File: src/rtl/muldiv_seq.sv
// Multicycle signed MULT/DIV sequencer: radix-2 Booth multiplier and restoring
// divider sharing a start/done handshake, owning the HI/LO result registers.
module muldiv_seq #(
    parameter int DATA_W = 32
) (
    input  logic              clk,
    input  logic              reset,
    input  logic              start,
    input  logic              op,
    input  logic [DATA_W-1:0] a_in,
    input  logic [DATA_W-1:0] b_in,
    output logic              busy,
    output logic              done,
    output logic              div_zero,
    output logic [DATA_W-1:0] hi_out,
    output logic [DATA_W-1:0] lo_out,
    output logic [1:0]        state_dbg
);

    localparam int CNT_W = $clog2(DATA_W);
    localparam logic [CNT_W-1:0] CNT_LAST = CNT_W'(DATA_W - 1);

    // Handshake: start is sampled only in IDLE (start while busy is dropped);
    // done is a one-cycle pulse in FIN with hi_out/lo_out already valid.
    typedef enum logic [1:0] {
        IDLE = 2'd0,
        MULT = 2'd1,
        DIV  = 2'd2,
        FIN  = 2'd3
    } state_t;

    state_t state, state_next;

    logic [CNT_W-1:0]  cnt;
    logic              last_step;
    logic              accept_mult;
    logic              accept_div;
    logic              accept_dz;

    // Booth datapath
    logic [DATA_W:0]   acc;
    logic [DATA_W-1:0] mplr;
    logic              q_m1;
    logic [DATA_W-1:0] mcand;
    logic [DATA_W:0]   mcand_x;
    logic [DATA_W:0]   booth_sum;
    logic [DATA_W:0]   acc_n;
    logic [DATA_W-1:0] mplr_n;

    // Restoring divider datapath (magnitudes only, signs applied at the end)
    logic [DATA_W:0]   rem;
    logic [DATA_W-1:0] quo;
    logic [DATA_W-1:0] dvsr;
    logic              q_neg;
    logic              r_neg;
    logic [DATA_W:0]   rem_sh;
    logic [DATA_W:0]   trial;
    logic [DATA_W:0]   rem_n;
    logic [DATA_W-1:0] quo_n;
    logic [DATA_W-1:0] q_fin;
    logic [DATA_W-1:0] r_fin;

    logic [DATA_W-1:0] a_abs;
    logic [DATA_W-1:0] b_abs;

    assign state_dbg   = state;
    assign last_step   = (cnt == CNT_LAST);
    assign accept_mult = (state == IDLE) && start && !op;
    assign accept_div  = (state == IDLE) && start && op && (b_in != '0);
    assign accept_dz   = (state == IDLE) && start && op && (b_in == '0);
    assign a_abs       = a_in[DATA_W-1] ? -a_in : a_in;
    assign b_abs       = b_in[DATA_W-1] ? -b_in : b_in;

    always_comb begin
        state_next = state;
        case (state)
            IDLE: begin
                if (accept_mult)     state_next = MULT;
                else if (accept_div) state_next = DIV;
                else if (accept_dz)  state_next = FIN;
            end
            MULT:    if (last_step) state_next = FIN;
            DIV:     if (last_step) state_next = FIN;
            FIN:     state_next = IDLE;
            default: state_next = IDLE;
        endcase
    end

    always_ff @(posedge clk) begin
        if (reset) state <= IDLE;
        else       state <= state_next;
    end

    // One Booth step: add/subtract on the extended accumulator, then an
    // arithmetic shift of {acc, mplr, q_m1}. The extra acc bit keeps
    // subtracting the most negative multiplicand from overflowing.
    always_comb begin
        mcand_x = {mcand[DATA_W-1], mcand};
        case ({mplr[0], q_m1})
            2'b01:   booth_sum = acc + mcand_x;
            2'b10:   booth_sum = acc - mcand_x;
            default: booth_sum = acc;
        endcase
        acc_n  = {booth_sum[DATA_W], booth_sum[DATA_W:1]};
        mplr_n = {booth_sum[0], mplr[DATA_W-1:1]};
    end

    // One restoring step: shift the next dividend bit in, keep the trial
    // difference only when it did not go negative.
    always_comb begin
        rem_sh = {rem[DATA_W-1:0], quo[DATA_W-1]};
        trial  = rem_sh - {1'b0, dvsr};
        rem_n  = trial[DATA_W] ? rem_sh : trial;
        quo_n  = {quo[DATA_W-2:0], ~trial[DATA_W]};
        q_fin  = q_neg ? -quo_n : quo_n;
        r_fin  = r_neg ? -rem_n[DATA_W-1:0] : rem_n[DATA_W-1:0];
    end

    always_ff @(posedge clk) begin
        if (reset) begin
            cnt      <= '0;
            busy     <= 1'b0;
            done     <= 1'b0;
            div_zero <= 1'b0;
            hi_out   <= '0;
            lo_out   <= '0;
            acc      <= '0;
            mplr     <= '0;
            q_m1     <= 1'b0;
            mcand    <= '0;
            rem      <= '0;
            quo      <= '0;
            dvsr     <= '0;
            q_neg    <= 1'b0;
            r_neg    <= 1'b0;
        end else begin
            busy     <= (state_next != IDLE);
            done     <= (state_next == FIN);
            div_zero <= accept_dz;
            case (state)
                IDLE: begin
                    cnt <= '0;
                    if (accept_mult) begin
                        acc   <= '0;
                        mplr  <= b_in;
                        q_m1  <= 1'b0;
                        mcand <= a_in;
                    end
                    if (accept_div) begin
                        rem   <= '0;
                        quo   <= a_abs;
                        dvsr  <= b_abs;
                        q_neg <= a_in[DATA_W-1] ^ b_in[DATA_W-1];
                        r_neg <= a_in[DATA_W-1];
                    end
                end
                MULT: begin
                    acc  <= acc_n;
                    mplr <= mplr_n;
                    q_m1 <= mplr[0];
                    cnt  <= cnt + CNT_W'(1);
                    if (last_step) begin
                        hi_out <= acc_n[DATA_W-1:0];
                        lo_out <= mplr_n;
                    end
                end
                DIV: begin
                    rem <= rem_n;
                    quo <= quo_n;
                    cnt <= cnt + CNT_W'(1);
                    if (last_step) begin
                        hi_out <= r_fin;
                        lo_out <= q_fin;
                    end
                end
                default: cnt <= '0;
            endcase
        end
    end

endmodule
File: config.mk
export PLATFORM = sky130hd
export DESIGN_NAME = muldiv_seq
export DESIGN_NICKNAME = d
export VERILOG_FILES = /design/src/rtl/muldiv_seq.sv
export SDC_FILE = /design/constraint.sdc
export NUM_CORES = 1
export LEC_CHECK = 0
export ABC_AREA = 1
export CELL_PAD_IN_SITES_DETAIL_PLACEMENT = 0
export CELL_PAD_IN_SITES_GLOBAL_PLACEMENT = 1
export CORE_MARGIN = 10
export CORE_UTILIZATION = 38
export DETAILED_ROUTE_END_ITERATION = 8
export PLACE_DENSITY_LB_ADDON = 0.1
export SYNTH_ARGS = -nofsm -noshare
export SYNTH_HDL_FRONTEND = slang
export SYNTH_SLANG_ARGS = --single-unit
File: constraint.sdc
create_clock -name clk -period 3.85 [get_ports clk]
set_input_delay 0.5775 -clock clk [delete_from_list [all_inputs] [get_ports clk]]
set_output_delay 0.5775 -clock clk [all_outputs]
set_load 0.01 [all_outputs]
### Yosys cells after proc, flatten, opt, wreduce, memory -nomap -nowiden

Cells that the tools add are included.

| cells by class | value |
|---|---|
| $add $sub $neg | 8 |
| equal/unequal tests | 11 |
| muxes and demuxes | 27 |
| bitwise operators | 3 |
| reduce and logical (&&, ||, !) cells | 20 |

Operator list:

| cell | count |
|---|---|
| 32-bit two-way mux | 12 |
| 32-bit one-hot mux with 2 select lines | 5 |
| 33-bit one-hot mux with 2 select lines | 2 |
| 32-bit negation | 4 |
| 33-bit adder | 1 |
| 33-bit two-way mux | 1 |
| 33-bit by 32-bit subtractor with 33-bit output | 1 |
| 33-bit subtractor | 1 |
| 32-bit zero test | 1 |
| 32-bit nonzero test | 1 |
| 2-bit == test (second input constant) | 4 |
| 2-bit two-way mux | 4 |
| 2-bit != test (second input constant) | 4 |
| 2-bit AND reduction | 4 |
| 2-bit nonzero test | 4 |
| 2-bit one-hot mux with 3 select lines | 1 |
| 5-bit by 1-bit adder with 5-bit output (second input constant) | 1 |
| 5-bit == test (second input constant) | 1 |
| 1-bit logical AND | 5 |
| 2-bit by 1-bit == test with 1-bit output (second input constant) | 2 |
| 2-bit OR reduction | 2 |
| 3-bit AND reduction | 1 |
| 2-bit zero test | 1 |
| 1-bit inverter | 2 |
| other kinds (4) | 4 |

| word-level totals | value |
|---|---|
| register bits | 270 |
| input port bits | 68 |
| output and inout bits | 69 |
| logic and storage cells | 85 |

### Longest topological paths before layout

| depth | value |
|---|---|
| depth after elaboration | 9 |
| gate-level depth with buffers | 34 |

### Worst setup path before layout

Ideal clock, no wire load.

| path | value |
|---|---|
| kind | reg-to-reg |
| start point | register quo[31] |
| end point | register lo_out[30] |
| setup time | 0.074 ns |
| arrival time | 4.000 ns |
| slack | -0.224 ns |
| cell stages (with the launch flop) | 32 |
| path buffers | 3 |
| cell sequence | dfxtp_1 inv_1 ha_1 inv_1 fa_1 nand3_1 nand3_2 nand2_1 nand2_2 nand2_1 nand2_2 nand2_4 nand3_2 nand2_4 buf_12 buf_6 buf_2 ha_1 nand3_1 nor3_1 nand3_1 nor3_2 nand2_1 nor2_1 nor2_1 nor2_1 o21ai_1 nor2_1 o21ai_1 nor3_1 nor2_1 a31oi_1 |

| between the ends | value |
|---|---|
| cells in the longest elaborated chain, start to end | 6 |

Ends and longest elaborated chain:

| element | line | source |
|---|---|---|
| start, declared | 52 | `logic [DATA_W-1:0] quo;` |
| start signal, assigned | 151 | `quo <= a_abs;` |
| start signal, assigned | 169 | `quo <= quo_n;` |
| 33-bit by 32-bit subtractor with 33-bit output | 112 | `trial = rem_sh - {1'b0, dvsr};` |
| 1-bit inverter | 114 | `quo_n = {quo[DATA_W-2:0], ~trial[DATA_W]};` |
| 32-bit negation | 115 | `q_fin = q_neg ? -quo_n : quo_n;` |
| 32-bit two-way mux | 115 |  |
| 32-bit two-way mux | 171 | `if (last_step) begin` |
| 32-bit one-hot mux with 2 select lines | 140 | `case (state)` |
| end signal, assigned | 164 | `lo_out <= mplr_n;` |
| end signal, assigned | 173 | `lo_out <= q_fin;` |
| end, declared | 16 | `output logic [DATA_W-1:0] lo_out,` |

Every way passes these cells. The select of a mux whose other input is x is not followed.
A chain may end at the register's enable or synchronous reset.

### Worst setup path after layout

| path | value |
|---|---|
| start point | register mcand[0] |
| end point | register hi_out[31] |

| between the ends | value |
|---|---|
| cells in the longest elaborated chain, start to end | 4 |

Ends and longest elaborated chain:

| element | line | source |
|---|---|---|
| start, declared | 44 | `logic [DATA_W-1:0] mcand;` |
| start signal, assigned | 147 | `mcand <= a_in;` |
| 33-bit subtractor / 33-bit adder (equally long branches) | 101, 100 |  |
| 33-bit one-hot mux with 2 select lines * | 99 | `case ({mplr[0], q_m1})` |
| 32-bit two-way mux * | 162 | `if (last_step) begin` |
| 32-bit one-hot mux with 2 select lines * | 140 |  |
| end signal, assigned | 163 | `hi_out <= acc_n[DATA_W-1:0];` |
| end signal, assigned | 172 | `hi_out <= r_fin;` |
| end, declared | 15 | `output logic [DATA_W-1:0] hi_out,` |

Mark *: on every way between the ends. The rest lies on a longest branch, timed or not. The select of a mux whose other input is x is not followed.

==> summary.md <==
| Metric | Value |
|---|---|
| Outcome | `finished with violations` |
| Failing checks | `setup timing` |
| Vias per cell | `5.231` |
| CP max stage delay | `0.34 ns` |
| CTS Sinks | `269` |
| Worst slack at placement | `-0.5766 ns` |
| Syn_area_per_cell | `6.122 µm²` |
| Tmin final | `4.077 ns` |
| Clk Tree Root Cell | `clkbuf_16` |
| Routed wire length | `82.94 mm` |
| Most numerous cell in the Yosys netlist | `nand2_1` |
| Skew final | `0.02396 ns` |
| Vias | `22.81k` |
| Synth cell types | `55` |
| Max-slew violation count | `0` |
| CP Class | `register to register` |
| Vias in the first global route | `21.63k` |
| Count of final hold-check violations | `0` |
| Max IR drop VDD | `313.2 µV` |
| Synth Net Count | `3407` |
| Worst-margin pin slew | `0.9210 ns` |
| Core area | `51720 µm²` |
| Yosys Warn Count | `0` |
| CTS Buffer Depth | `3` |
| Post-synth EDFFs | `0` |
| Unrepaired setup endpoints after global routing | `true` |
| Chip width | `249.2 µm` |
| Area Growth Syn to Fin | `35.11%` |
| Post-synth top cells | `905 x nand2_1, 381 x inv_1, 318 x a21oi_1` |
| Grt ovf | `0` |
| Cell Rows | `83` |
| Area leader, netlist | `dfxtp_1` |
| Total CTS buffers | `35` |
| Hold/Removal Path Class | `register to register` |
| Cells after Synth | `3262` |
| # IOs | `137` |
| Worst path slowest cell | `dfxtp_2` |
| Design area | `26980 µm²` |
| Clk_lat worst skew | `0.56 ns` |
| Initial antenna violation count | `1` |
| First-pass GRT wire length | `125.0 mm` |
| Top cells by area, synth | `dfxtp_1 27%, nand2_1 17%, a21oi_1 8.0%` |
| Routed Antenna Nets | `0` |
| Maximum Capacitance Violations | `0` |
| Layout Nets | `3799` |
| Final setup violation count | `18` |
| Arrival time at the worst endpoint | `4.49 ns` |
| Maximum number of pins on one net before global-route repair | `123` |
| Ant. Diodes | `0` |
| Primary FF master, synth | `dfxtp_1` |
| DR iter-0 viols | `1639` |
| Layout cells sized above 1 | `0.2000` |
| DRC | `0` |
| 1st-pass router iterations | `5` |
| Setup ws final | `-0.2270 ns` |
| Final Cycle Share | `1.059` |
| Routability Congestion | `0.9336` |
| Crit path max fanout | `2` |
| Die area | `62120 µm²` |
| H-tree depth | `2` |
| Setup crit end kind | `register` |
| Mapped Area | `19970 µm²` |
| Async set-reset flop share out of synthesis | `0` |
| Total GRT Usage | `0.2510` |
| Initial Util | `0.3861` |
| Leakage power | `12.41 nW` |
| Type of origin of the critical path | `register` |
| Flops & latches, synth | `269` |
| Worst EP required | `4.26 ns` |
| Pwr/cell area | `400.0 nW/µm²` |
| Sequential-to-total area share from yosys stat | `0.2697` |
| Number of port buffers | `136` |
| HPWL after DPL | `64.25 mm` |
| Yosys top cell area share | `0.2697` |
| Highest clock rate | `245.3 MHz` |
| CTS tree | `done` |
| Die Y | `249.2 µm` |
| Tot Pwr | `0.01079 W` |
| Avg WL per Cell | `19.02 µm` |
| Clk pin slew, worst setup/hold paths | `0.06 ns` |
| Area after DPL | `24090 µm²` |
| Relative slew slack | `0.3860` |
-- final timing paths --
| path | from | end | slack, ns | cells past startpoint |
|---|---|---|---|---|
| min reg2reg | cnt[0] | cnt[0] | 0.45 | 1 |
| min | cnt[0] | cnt[0] | 0.45 | 1 |
| max | mcand[0] | hi_out[31] | -0.23 | 34 |
| max reg2reg | mcand[0] | hi_out[31] | -0.23 | 34 |
-- per-layer routing --
| metal | routed length (µm) | up-vias | GRT usage |
|---|---|---|---|
| met5 | 0 | - | 0 |
| met4 | 1967 | 0 | 0.06145 |
| met3 | 4016 | 98 | 0.03585 |
| met2 | 38720 | 600 | 0.4177 |
| met1 | 38240 | 10670 | 0.3340 |
| li1 | - | 11450 | - |
-- flip-flops by register name, indices dropped and copies added (netlist names), 2 cells and up --
name	flops
acc	32
state_dbg	2
mplr	32
quo	32
rem	32
mcand	32
dvsr	32
hi_out	32
cnt	5
lo_out	32
-- critical path: cells and delay by family, from the launching register on --
family | cells | cell delay (ns)
simple gates | 16 | 1.65
fa+ha+maj | 2 | 0.40
buf+inv | 8 | 0.75
xor+xnor | 1 | 0.14
flops | 1 | 0.34
compound gates | 7 | 0.68
-- power by group --
group          switching (W)  internal [W]  total, W
sequential          0.000170       0.00295   0.00312
clock                0.00138       0.00193   0.00331
combinational        0.00262       0.00175   0.00436
total                0.00416       0.00663    0.0108
-- cells by family after synthesis --
| group | synth area share |
|---|---|
| fa+ha+maj | 0.04899 |
| xor+xnor | 0.05219 |
| buf+inv | 0.1047 |
| flops | 0.2697 |
| simple gates | 0.3262 |
| compound gates | 0.1983 |
-- placed cells by master, fill, tap and decap left out, types with 39 or more instances in the layout --
cell / count
dfxtp_1: 264
a31oi_1: 52
nand2_1: 869
nand2_2: 50
o21ai_0: 213
xor2_1: 86
a21oi_1: 285
clkdlybuf4s50_1: 135
ha_1: 52
nor2_1: 248
nand3_1: 148
nor3_1: 39
buf_4: 328
inv_1: 359
-- final cells by class --
class | count | area [µm²]
tap | 680 | 850.8
inverter | 392 | 1484
timing repair buffer | 500 | 4334
sequential | 269 | 5391
fill | 5312 | 24740
clock buffer | 46 | 967.2
multi-input combinational | 2456 | 13760
clock inverter | 17 | 192.7
-- repair_timing --
action / 4_1_cts / 5_1_grt
hold endpoints to repair: 0 / 0
gates resized for setup: 150 / 182
hold buffers: 0 / 0
pin swaps: 60 / 55
cloned: 0 / 1
buffers inserted: 35 / 26
setup endpoints to repair: 44 / 57
-- stage by stage --
stage	setup TNS, ns	cells	hold WS, ns	utilization
floorplan	-0.01464	3262	0.4176	-
detailed placement	-11.39	4242	0.4495	0.4658
global placement	-10.73	4242	0.4264	0.4658
CTS	-2.280	4337	0.4571	0.5036
finish	-1.954	4360	0.4511	0.5217
global route	-10.86	4360	0.4802	0.5217
Note: power is estimated with default switching activity, not from simulation.
